**src/rtl/alu_exec.sv**
```systemverilog
// Multi-cycle ALU: single-cycle logic/arith/compare ops, one-bit-per-cycle serial shifter,
// and a registered branch decision for XOR-equality and SLT/SLTU compares.
module alu_exec (
   input  logic        clk,
   input  logic        reset,
   input  logic        start,
   input  logic [3:0]  alu_ctrl,
   input  logic [1:0]  equal_comp,
   input  logic [31:0] a,
   input  logic [31:0] b,
   output logic        busy,
   output logic        done,
   output logic [31:0] result,
   output logic        zero,
   output logic        branch_taken
);

   typedef enum logic [1:0] {
      S_IDLE,
      S_SHIFT,
      S_DONE
   } state_t;

   localparam logic [3:0] OP_AND  = 4'b0000;
   localparam logic [3:0] OP_OR   = 4'b0001;
   localparam logic [3:0] OP_ADD  = 4'b0010;
   localparam logic [3:0] OP_XOR  = 4'b0011;
   localparam logic [3:0] OP_SLL  = 4'b0100;
   localparam logic [3:0] OP_SLT  = 4'b0101;
   localparam logic [3:0] OP_SUB  = 4'b0110;
   localparam logic [3:0] OP_SLTU = 4'b0111;
   localparam logic [3:0] OP_SRL  = 4'b1000;
   localparam logic [3:0] OP_SRA  = 4'b1001;

   state_t      r_state;
   state_t      w_next;
   logic [31:0] r_shreg;
   logic [4:0]  r_count;
   logic [3:0]  r_op;
   logic [31:0] r_result;
   logic        r_branch;

   logic [31:0] w_alu;
   logic        w_br;
   logic        w_is_shift;
   logic        w_go_shift;
   logic [31:0] w_shifted;

   assign w_is_shift = (alu_ctrl == OP_SLL) || (alu_ctrl == OP_SRL) || (alu_ctrl == OP_SRA);
   assign w_go_shift = w_is_shift && (b[4:0] != 5'd0);

   // Shift ops return a here so that a zero shift amount completes like any single-cycle op.
   always_comb begin
      w_alu = '0;
      case (alu_ctrl)
         OP_AND:  w_alu = a & b;
         OP_OR:   w_alu = a | b;
         OP_ADD:  w_alu = a + b;
         OP_SUB:  w_alu = a - b;
         OP_XOR:  w_alu = a ^ b;
         OP_SLT:  w_alu = ($signed(a) < $signed(b)) ? 32'd1 : 32'd0;
         OP_SLTU: w_alu = (a < b) ? 32'd1 : 32'd0;
         OP_SLL, OP_SRL, OP_SRA: w_alu = a;
         default: w_alu = '0;
      endcase
   end

   always_comb begin
      w_br = 1'b0;
      if (equal_comp[1]) begin
         case (alu_ctrl)
            OP_XOR:          w_br = equal_comp[0] ? (w_alu == '0) : (w_alu != '0);
            OP_SLT, OP_SLTU: w_br = equal_comp[0] ? (w_alu != '0) : (w_alu == '0);
            default:         w_br = 1'b0;
         endcase
      end
   end

   always_comb begin
      w_shifted = r_shreg;
      case (r_op)
         OP_SLL:  w_shifted = {r_shreg[30:0], 1'b0};
         OP_SRL:  w_shifted = {1'b0, r_shreg[31:1]};
         OP_SRA:  w_shifted = {r_shreg[31], r_shreg[31:1]};
         default: w_shifted = r_shreg;
      endcase
   end

   always_comb begin
      w_next = r_state;
      case (r_state)
         S_IDLE:  if (start) w_next = w_go_shift ? S_SHIFT : S_DONE;
         S_SHIFT: if (r_count == 5'd1) w_next = S_DONE;
         S_DONE:  w_next = S_IDLE;
         default: w_next = S_IDLE;
      endcase
   end

   always_ff @(posedge clk) begin
      if (reset) begin
         r_state  <= S_IDLE;
         r_shreg  <= '0;
         r_count  <= '0;
         r_op     <= '0;
         r_result <= '0;
         r_branch <= 1'b0;
      end else begin
         r_state <= w_next;
         case (r_state)
            S_IDLE: begin
               if (start) begin
                  r_op    <= alu_ctrl;
                  r_shreg <= a;
                  r_count <= b[4:0];
                  if (!w_go_shift) begin
                     r_result <= w_alu;
                     r_branch <= w_br;
                  end
               end
            end
            S_SHIFT: begin
               r_shreg <= w_shifted;
               r_count <= r_count - 5'd1;
               if (r_count == 5'd1) begin
                  r_result <= w_shifted;
                  r_branch <= 1'b0;
               end
            end
            default: ;
         endcase
      end
   end

   assign busy         = (r_state != S_IDLE);
   assign done         = (r_state == S_DONE);
   assign result       = r_result;
   assign zero         = (r_result == '0);
   assign branch_taken = r_branch;

endmodule

```
**config.mk**
```make
export PLATFORM = sky130hd
export DESIGN_NAME = alu_exec
export DESIGN_NICKNAME = d
export VERILOG_FILES = /design/src/rtl/alu_exec.sv
export SDC_FILE = /design/constraint.sdc
export NUM_CORES = 1
export LEC_CHECK = 0
export ABC_AREA = 1
export CORE_ASPECT_RATIO = 1.25
export CORE_UTILIZATION = 45
export CTS_CLUSTER_DIAMETER = 60
export DETAILED_ROUTE_END_ITERATION = 6
export PLACE_DENSITY = 0.64
export SLEW_MARGIN = 10
export SYNTH_ARGS = -nofsm -noshare
export SYNTH_HDL_FRONTEND = slang
export SYNTH_SLANG_ARGS = --single-unit
```
**constraint.sdc**
```tcl
create_clock -name clk -period 6 [get_ports clk]
set_input_delay 0.6 -clock clk [delete_from_list [all_inputs] [get_ports clk]]
set_output_delay 0.6 -clock clk [all_outputs]
set_load 0.1 [all_outputs]
```
# == Word-level counts from Yosys, hierarchy flattened ==
# Index checks and enable logic that the tools add are counted.
# word_totals
reg_bits,76
in_bits,73
output_inout_bits,36
wordCells,73
# classes
addsub,3
n_lt_le_gt_ge,2
n_eq_ne,18
muxes,24
bitwise_logic,3
n_reduce_logical,17
# op_table
cell,count
32-bit one-hot mux with 8 select lines,1
32-bit 2-to-1 mux,4
32-bit one-hot mux with 2 select lines,2
32-bit one-hot mux with 3 select lines,1
32-bit zero test,2
32-bit < comparator,2
32-bit adder,1
32-bit AND,1
32-bit OR,1
32-bit nonzero test,1
32-bit subtractor,1
32-bit XOR,1
4-bit by 3-bit equality test with 1-bit output (second input constant),5
4-bit equality test (second input constant),4
5-bit one-hot mux with 2 select lines,1
4-bit by 2-bit equality test with 1-bit output (second input constant),2
1-bit 2-to-1 mux,8
2-bit 2-to-1 mux,3
2-bit != test (second input constant),3
2-bit AND reduction,3
5-bit by 1-bit equality test with 1-bit output (second input constant),1
5-bit 2-to-1 mux,1
5-bit nonzero test,1
5-bit by 1-bit subtractor with 5-bit output (second input constant),1
13 further kinds,16

# == Logic depth before layout (Yosys ltp) ==
# depth
ltp_word,10
depth_mapped,25
depth_no_buf,24

# == Worst setup path before layout ==
# Ideal clock, no wire load.
# synth_timing
kind,register to output
from,"reg r_result[20], in the netlist result[20]"
to,out zero
arrival_ns,4.184
required_ns,5.400
path_slack_ns,1.216
path_stages_with_launch,3
n_path_buf,0
cell_sequence,dfxtp_1 > or4_1 > nor4_1
# synth_between
elab_chain_cells,1
# synth_lines
item,line_no,source
start: declaration,40,logic [31:0] r_result;
start signal: assignment,116,r_result <= w_alu;
start signal: assignment,125,r_result <= w_shifted;
32-bit zero test,137,assign zero = (r_result == '0);
end: declaration,14,"output logic zero,"
# Every way passes these cells.

# == Worst setup path in the final report ==
# layout_timing
from,in b[4]
to,"reg r_branch, in the netlist branch_taken"
# layout_between
elab_chain_cells,10
# layout_lines
item,line_no,source
start: declaration,10,"input logic [31:0] b,"
"32-bit < comparator, on equally long branches","62, 61",
"1-bit 2-to-1 mux, on equally long branches","62, 61",
32-bit one-hot mux with 8 select lines,55,case (alu_ctrl)
32-bit zero test / 32-bit nonzero test (equally long branches),"72, 73",
"1-bit 2-to-1 mux, on equally long branches","73, 72",
1-bit one-hot mux with 2 select lines,71,case (alu_ctrl)
1-bit 2-to-1 mux,70,if (equal_comp[1]) begin
1-bit 2-to-1 mux,115,if (!w_go_shift) begin
1-bit 2-to-1 mux,111,if (start) begin
1-bit one-hot mux with 2 select lines,109,case (r_state)
end signal: assignment,117,r_branch <= w_br;
end: declaration,41,logic r_branch;
# Parallel ways exist; a longest one is shown, timed or not. The select of a mux whose other input is x is not followed.
# A chain may end at the register's enable or synchronous reset.

==> results by group <==
Synthesis
  – EDFF count, synth: 0
  – Synth Net Count: between 2,000 and 2,500
  – Synth top area share: 18.66%
  – Syn Inst Count: 1,927
  – Sequential area share after synthesis: 14.22%
  – Synth Register Bits: 76
  – Top FF cell, synth: dfxtp_1
  – Most frequent cells after synthesis: nand2_1, inv_1, nor2_1
  – Async SR Flop Fraction: 0%
  – Mean Syn Cell Area: 5.554 sq um
  – Most numerous cell in the Yosys netlist: nand2_1
  – Synth area leader: nand2_1
  – Synth area leaders: nand2_1, dfxtp_1, ha_1
  – Mapped cell area: 10,700 sq um
  – Post-synth cell types: 39
  – Synth warnings: 0

Cells and area
  – Fin nets: 2,162
  – Final instance area: 12,210 sq um
  – Non-Filler Instances: 2,270
  – Area delta synth->final: 14.12%
  – Share of cells above drive strength 1: between 2 and 2.5%
  – Ant diodes: 0

Timing
  – Slew Limit Headroom: a little over a fifth
  – Tmin final: 4250 ps
  – Measured slew at the worst slew-check pin: around 1200 ps
  – Final hold slack: 464.6 ps
  – Final clock period utilization by the worst path: around 71%
  – Final setup viols: 0
  – Final number of max-transition violations: 0
  – Worst Clk Skew: 5.541 ps
  – Final Hold Violating Endpoints: 0
  – Fmax: 235.3 MHz
  – Setup_tns: 0 ps
  – RSZ-0062 raised after global routing: no

Global routing
  – GRT Overall Usage: 35.53%
  – Global-route wire length before repair: 66,920 um
  – Vias in the first global route: 12,001
  – Grt total ovfl: 0
  – Largest net degree at the start of global routing: 73
  – Initial antenna violation count: 0

Clock tree
  – Cts repair resizes: 0
  – Worst-path clk slew: 60 ps
  – Clock tree from TritonCTS: built
  – Clk sinks: 76
  – Clk root buf: clkbuf_16
  – Max Root-Sink Buffers: 2
  – CTS Buf Count: 9
  – Post-CTS setup buffers: 0
  – CTS Hold Bufs: 0
  – H-tree lvl count: 3
  – Worst skew pair latency: 340 ps

Critical path
  – Critical-path cell list: clkdlybuf4s50_1 -> inv_1 -> ha_1 -> nand2_1 -> nor2_1 -> nand3_1 -> nand2_1 -> nand2_1 -> nand2_1 -> nand2_1 -> nand3_1 -> nand3_1 -> nor2_1 -> nand2_1 -> nor2_1 -> nand2_1 -> nor2_2 -> nand2_1 -> nand2_1 -> nand3_1 -> nand3_1 -> a21oi_1
  – Cell mode on critical path: nand2_1
  – Critical path class: input port to flip-flop
  – Critical R2R Launch: r_op[3]
  – Required time worst endpoint: 6200 ps
  – Critical path arrival: 4450 ps
  – Reg2reg end: r_shreg[13]
  – R2R Setup Slk: around 2700 ps
  – CP max stage cell: clkdlybuf4s50_1
  – CP peak stage delay: 560 ps
  – Worst reg-to-reg path cell count: 7
  – CP max FO: 7
  – Critical Path Sink Type: flip-flop
  – CP Launch Type: input port

Placed design
  – Placed Instances: about 2,300
  – Post-DP HPWL: 34,700 um
  – Port bufs: 108
  – GPL Wtd Cong: 1.069
  – DP Area: 11,870 sq um

Floorplanning
  – Initial Utilization: 46.14%
  – I/O Pins: 109
  – Rows: between 60 and 70
  – Die area: 24,410 sq um
  – Core area: 23,190 sq um
  – Die width: 139.9 um
  – Die height: ~170 um

Drt
  – Vias per cell: around 5.7
  – Drt first-iter violations: 1,243
  – DRC violations left: 0
  – Avg WL per Cell: 19.20 um
  – Number of routed nets with antenna violations: 0
  – Post-Route WL: roughly 44,000 um
  – Routed vias: 13,025
  – TritonRoute pass-1 iters: 6

Hold path
  – Worst hold stages: 2
  – Worst hold start: r_count[4]
  – Hold EP: r_count[4]
  – HP Class: flip-flop to flip-flop

Pwr
  – Power density over the cells: 196.4 nW/um^2
  – Leak pwr: around 6.3 nW
  – Total power: 0.002398 W
  – Peak VDD IR: 0.1619 mV

Run
  – Max-cap violations: 0

Status
  – Status: finished clean
==> layer usage <==
layer / global-route usage, % / wire length, um
met2: 57.56 / 19450
met3: 4.408 / 3650
met4: 17.77 / 2197
met1: 46.26 / 18280
met5: 0 / 0
==> critical path, delay by kind of cell <==
kind / cells / cell delay [ps]
adders and majority gates: 1 / 460
buffers and inverters: 2 / 690
and+or+nand+nor: 18 / 2640
AOI/OAI and AO/OA: 1 / 60
==> final cells by class <==
| cell class | count | area, sq um |
|---|---|---|
| flip-flops and latches | 76 | 1521 |
| clock buffers | 11 | 242.7 |
| fillers | 2530 | 10980 |
| inverters | 352 | 1321 |
| multi-input cells | 1420 | 7517 |
| well taps | 288 | 360.3 |
| repair buffers | 118 | 1176 |
| clock inverters | 5 | 75.07 |
==> sequential cells by signal, summed over array words and instances (netlist names) <==
name          count
r_state           2
r_op              4
result           32
r_shreg          32
r_count           5
branch_taken      1
==> layout by cell type (no fill, tap or decap), types with 11 or more instances in the layout <==
cell and count:
a221oi_1 48, a31oi_1 34, inv_1 347, nand4_1 18, o21ai_0 145, ha_1 110, a21oi_1 59, clkdlybuf4s50_1 108
nand3_1 138, a211oi_1 11, o22ai_1 58, nand2_1 532, dfxtp_1 76, nor2_1 195, nor3_1 14
==> worst max path at each step <==
stage	startpoint	to	slack, ps	cells past startpoint
finish	b[4]	branch_taken	1750	22
global route	a[0]	branch_taken	1550	24
CTS	b[4]	branch_taken	1860	22
detailed placement	b[4]	branch_taken	1520	22
global placement	b[4]	branch_taken	1490	22
floorplan	result[20]	zero	1220	2
==> where the power goes <==
group	internal [W]	leakage, nW	switching (W)
registers	0.000563	0.629	0.0000333
clock network	0.000374	0.159	0.000213
logic	0.000341	5.51	0.000875
total	0.00128	6.30	0.00112
==> metrics by stage <==
stage	setup slack, ps	utilization, %
2_1_floorplan	1216	-
3_3_place_gp	1489	51.17
3_5_place_dp	1523	51.17
4_1_cts	1861	52.54
5_1_grt	1549	52.66
6_report	1750	52.66
==> logic make-up after synthesis <==
kind of cell	after synthesis	share of synthesized area, %
AOI/OAI and AO/OA	366	20.31
DFF	76	14.22
buffers and inverters	431	15.78
adders and majority gates	112	13.23
xor gates and xnor gates	4	0.3274
and+or+nand+nor	938	36.14
No activity file was read; power rests on OpenSTA's default activity.
==> variant, RTL diff (same flow settings) <==
Add an input register stage for `b`, cleared by the reset; this delays it by one clock. The other inputs are not delayed to match.
--- a/src/rtl/alu_exec.sv
+++ b/src/rtl/alu_exec.sv
@@ -32,6 +32,16 @@
    localparam logic [3:0] OP_SRL  = 4'b1000;
    localparam logic [3:0] OP_SRA  = 4'b1001;
 
+   logic [31:0] b_q;
+
+   always_ff @(posedge clk) begin
+      if (reset) begin
+         b_q <= '0;
+      end else begin
+         b_q <= b;
+      end
+   end
+
    state_t      r_state;
    state_t      w_next;
    logic [31:0] r_shreg;
@@ -47,19 +57,19 @@
    logic [31:0] w_shifted;
 
    assign w_is_shift = (alu_ctrl == OP_SLL) || (alu_ctrl == OP_SRL) || (alu_ctrl == OP_SRA);
-   assign w_go_shift = w_is_shift && (b[4:0] != 5'd0);
+   assign w_go_shift = w_is_shift && (b_q[4:0] != 5'd0);
 
    // Shift ops return a here so that a zero shift amount completes like any single-cycle op.
    always_comb begin
       w_alu = '0;
       case (alu_ctrl)
-         OP_AND:  w_alu = a & b;
-         OP_OR:   w_alu = a | b;
-         OP_ADD:  w_alu = a + b;
-         OP_SUB:  w_alu = a - b;
-         OP_XOR:  w_alu = a ^ b;
-         OP_SLT:  w_alu = ($signed(a) < $signed(b)) ? 32'd1 : 32'd0;
-         OP_SLTU: w_alu = (a < b) ? 32'd1 : 32'd0;
+         OP_AND:  w_alu = a & b_q;
+         OP_OR:   w_alu = a | b_q;
+         OP_ADD:  w_alu = a + b_q;
+         OP_SUB:  w_alu = a - b_q;
+         OP_XOR:  w_alu = a ^ b_q;
+         OP_SLT:  w_alu = ($signed(a) < $signed(b_q)) ? 32'd1 : 32'd0;
+         OP_SLTU: w_alu = (a < b_q) ? 32'd1 : 32'd0;
          OP_SLL, OP_SRL, OP_SRA: w_alu = a;
          default: w_alu = '0;
       endcase
@@ -111,7 +121,7 @@
                if (start) begin
                   r_op    <= alu_ctrl;
                   r_shreg <= a;
-                  r_count <= b[4:0];
+                  r_count <= b_q[4:0];
                   if (!w_go_shift) begin
                      r_result <= w_alu;
                      r_branch <= w_br;
Check against the original RTL: not equivalent (a bounded check fails within 4 cycles, from zero or initial values and one cycle with reset high).
==> variant against the original RTL <==
Power increased by 11%. Routed wire length increased by 12%. Cell count up 9.7%. Sequential share of layout area is 3.7 points higher. Synthesized area grew 12%. Count of clock-buffer cells in the layout grew 1. Worst setup slack improved by 0.28 ns. Utilization down 1.4 points. Die area rose by 12%. Fmax is 6.9% higher. Clock skew rose by 0.016 ns. Sequential cell count rose by 32. Design area grew 9.6%.
==> variant: results (changes against the original RTL) <==
| Metric | Value |
|---|---|
| Count of clock buffers in the final design | `12 (+1)` |
| Signal buffers | `117 (-0.85%)` |
| Maximum number of pins on one net before global-route repair | `74 (+1.4%)` |
| Count of fill cells added during filler insertion | `2886 (+14%)` |
| Flop pwr share | `0.306 (+0.058)` |
| Proportion of power drawn by combinational gates | `0.447 (-0.060)` |
| Share of cell area taken by multi-input logic gates | `0.584 (-0.0313)` |
| Clock latency on the worst-skew pair | `0.38 ns (+0.04 ns)` |
| Family with the most delay on the worst path | `simple AND/OR/NAND/NOR gates` |
| Share of cell area taken by flip-flops and latches | `0.162 (+0.0370)` |
| Worst EP arrival | `4.21 ns (-0.24 ns)` |
| Clock sink count | `108 (+42%)` |
| Share of the yosys chip area belonging to registers | `0.181 (+0.0387)` |
| Post-detail-place hpwl | `38.7 mm (+12%)` |
| Multi-input combinational gate total | `1501 (+5.7%)` |
| Clock Tree Root | `clkbuf_16` |
| Post-place setup slack | `1.74 ns (+0.213 ns)` |
| YS warnings | `0 (unchanged)` |
| Portion of the layout cell area used by clock cells | `0.0226 (-0.00340)` |
| Floorplan die area | `27200 sq um (+12%)` |
| Number of distinct library cell variants in the gate-level netlist after synthesis | `45 (+15%)` |
| Final worst clock skew | `0.0214 ns (+0.0159 ns)` |
| Top cell types by occurrence after synthesis | `nand2_1, inv_1, nor2_1` |
| First-pass GRT wire length | `73.5 mm (+9.9%)` |
| Clock transition at the registers of the reported paths | `0.10 ns (+0.04 ns)` |
| Largest cells by area after synthesis | `nand2_1, dfxtp_1, inv_1` |
| Buffers added on ports | `108 (unchanged)` |
| Via count of the first global-routing pass | `12700 (+5.5%)` |
| Number of DRC markers after the initial detailed-route iteration | `1284 (+3.3%)` |
| Global router's overall resource usage | `0.357 (+0.00186)` |
| Leakage power total | `6.91 nW (+9.7%)` |
| Placed cell areas | `13100 sq um (+10%)` |
| Actual slew at the worst max-slew pin | `1.15 ns (-0.0299 ns)` |
| Worst hold path class | `reg -> reg` |
| Non-Clock Buffer Area Fraction | `0.0854 (-0.0108)` |
| Final WL | `48.7 mm (+12%)` |
| Outcome | `complete, no violations` |
| Net Sw Frac | `0.457 (-0.0110)` |
| Ratio of cells with drive above 1 in the final layout | `0.0330 (+0.00931)` |
| Vias after detailed routing | `13800 (+6.1%)` |
| Count of placed standard cells in the final layout, fillers left out | `2490 (+9.7%)` |
| Maximum fanout encountered on the critical timing path | `4 (-3)` |
| Share of synthesized registers carrying an async set or reset | `0 (unchanged)` |
| Maximum clock insertion buffer count | `2 (unchanged)` |
| Cell internal power dissipation | `1.44 mW (+13%)` |
| Mapped Nets | `2287 (+8.3%)` |
| Number of ordinary inverters in the final layout | `408 (+16%)` |
| Area taken by multi-input logic gates | `7820 sq um (+4.0%)` |
| Detailed-router iteration count before antenna repair | `5 (-1)` |
| Max IR drop VDD | `0.125 mV (-23%)` |
| GP Congestion | `1.01 (-5.8%)` |
| Avg Synthesized Cell Area | `5.69 sq um (+2.4%)` |
==> variant: changes by cell type after synthesis, sizes merged, moves of 31 or more <==
cell	delta
nand2	+80
dfxtp	+32
a221oi	-32
o21ai	-51
inv	+56
nor2	+37
a31oi	+31
==> variant: layer usage <==
| metal | wire (um) | GRT usage |
|---|---|---|
| met5 | 0 | 0 |
| met4 | 1580 | 0.125 |
| met3 | 2760 | 0.0337 |
| met2 | 23100 | 0.616 |
| met1 | 21200 | 0.462 |
==> variant: worst paths after layout <==
check,endpoint,from,cells after the start,slack (ns)
setup reg to reg,branch_taken,b_q[0],21,2.29
setup / recovery,branch_taken,a[0],22,2.03
hold / removal,r_shreg[26],r_shreg[26],2,0.49
hold reg to reg,r_shreg[26],r_shreg[26],2,0.49
==> variant: logic make-up (layout without fill, tap and decap cells) <==
family          count (synthesis)  count (layout)  synth area share
xor+xnor                        2               2           0.00147
compound gates                318             318             0.159
buf+inv                       493             541             0.167
flops                         108             108             0.181
simple gates                 1069            1069             0.373
fa+ha+maj                     112             112             0.118
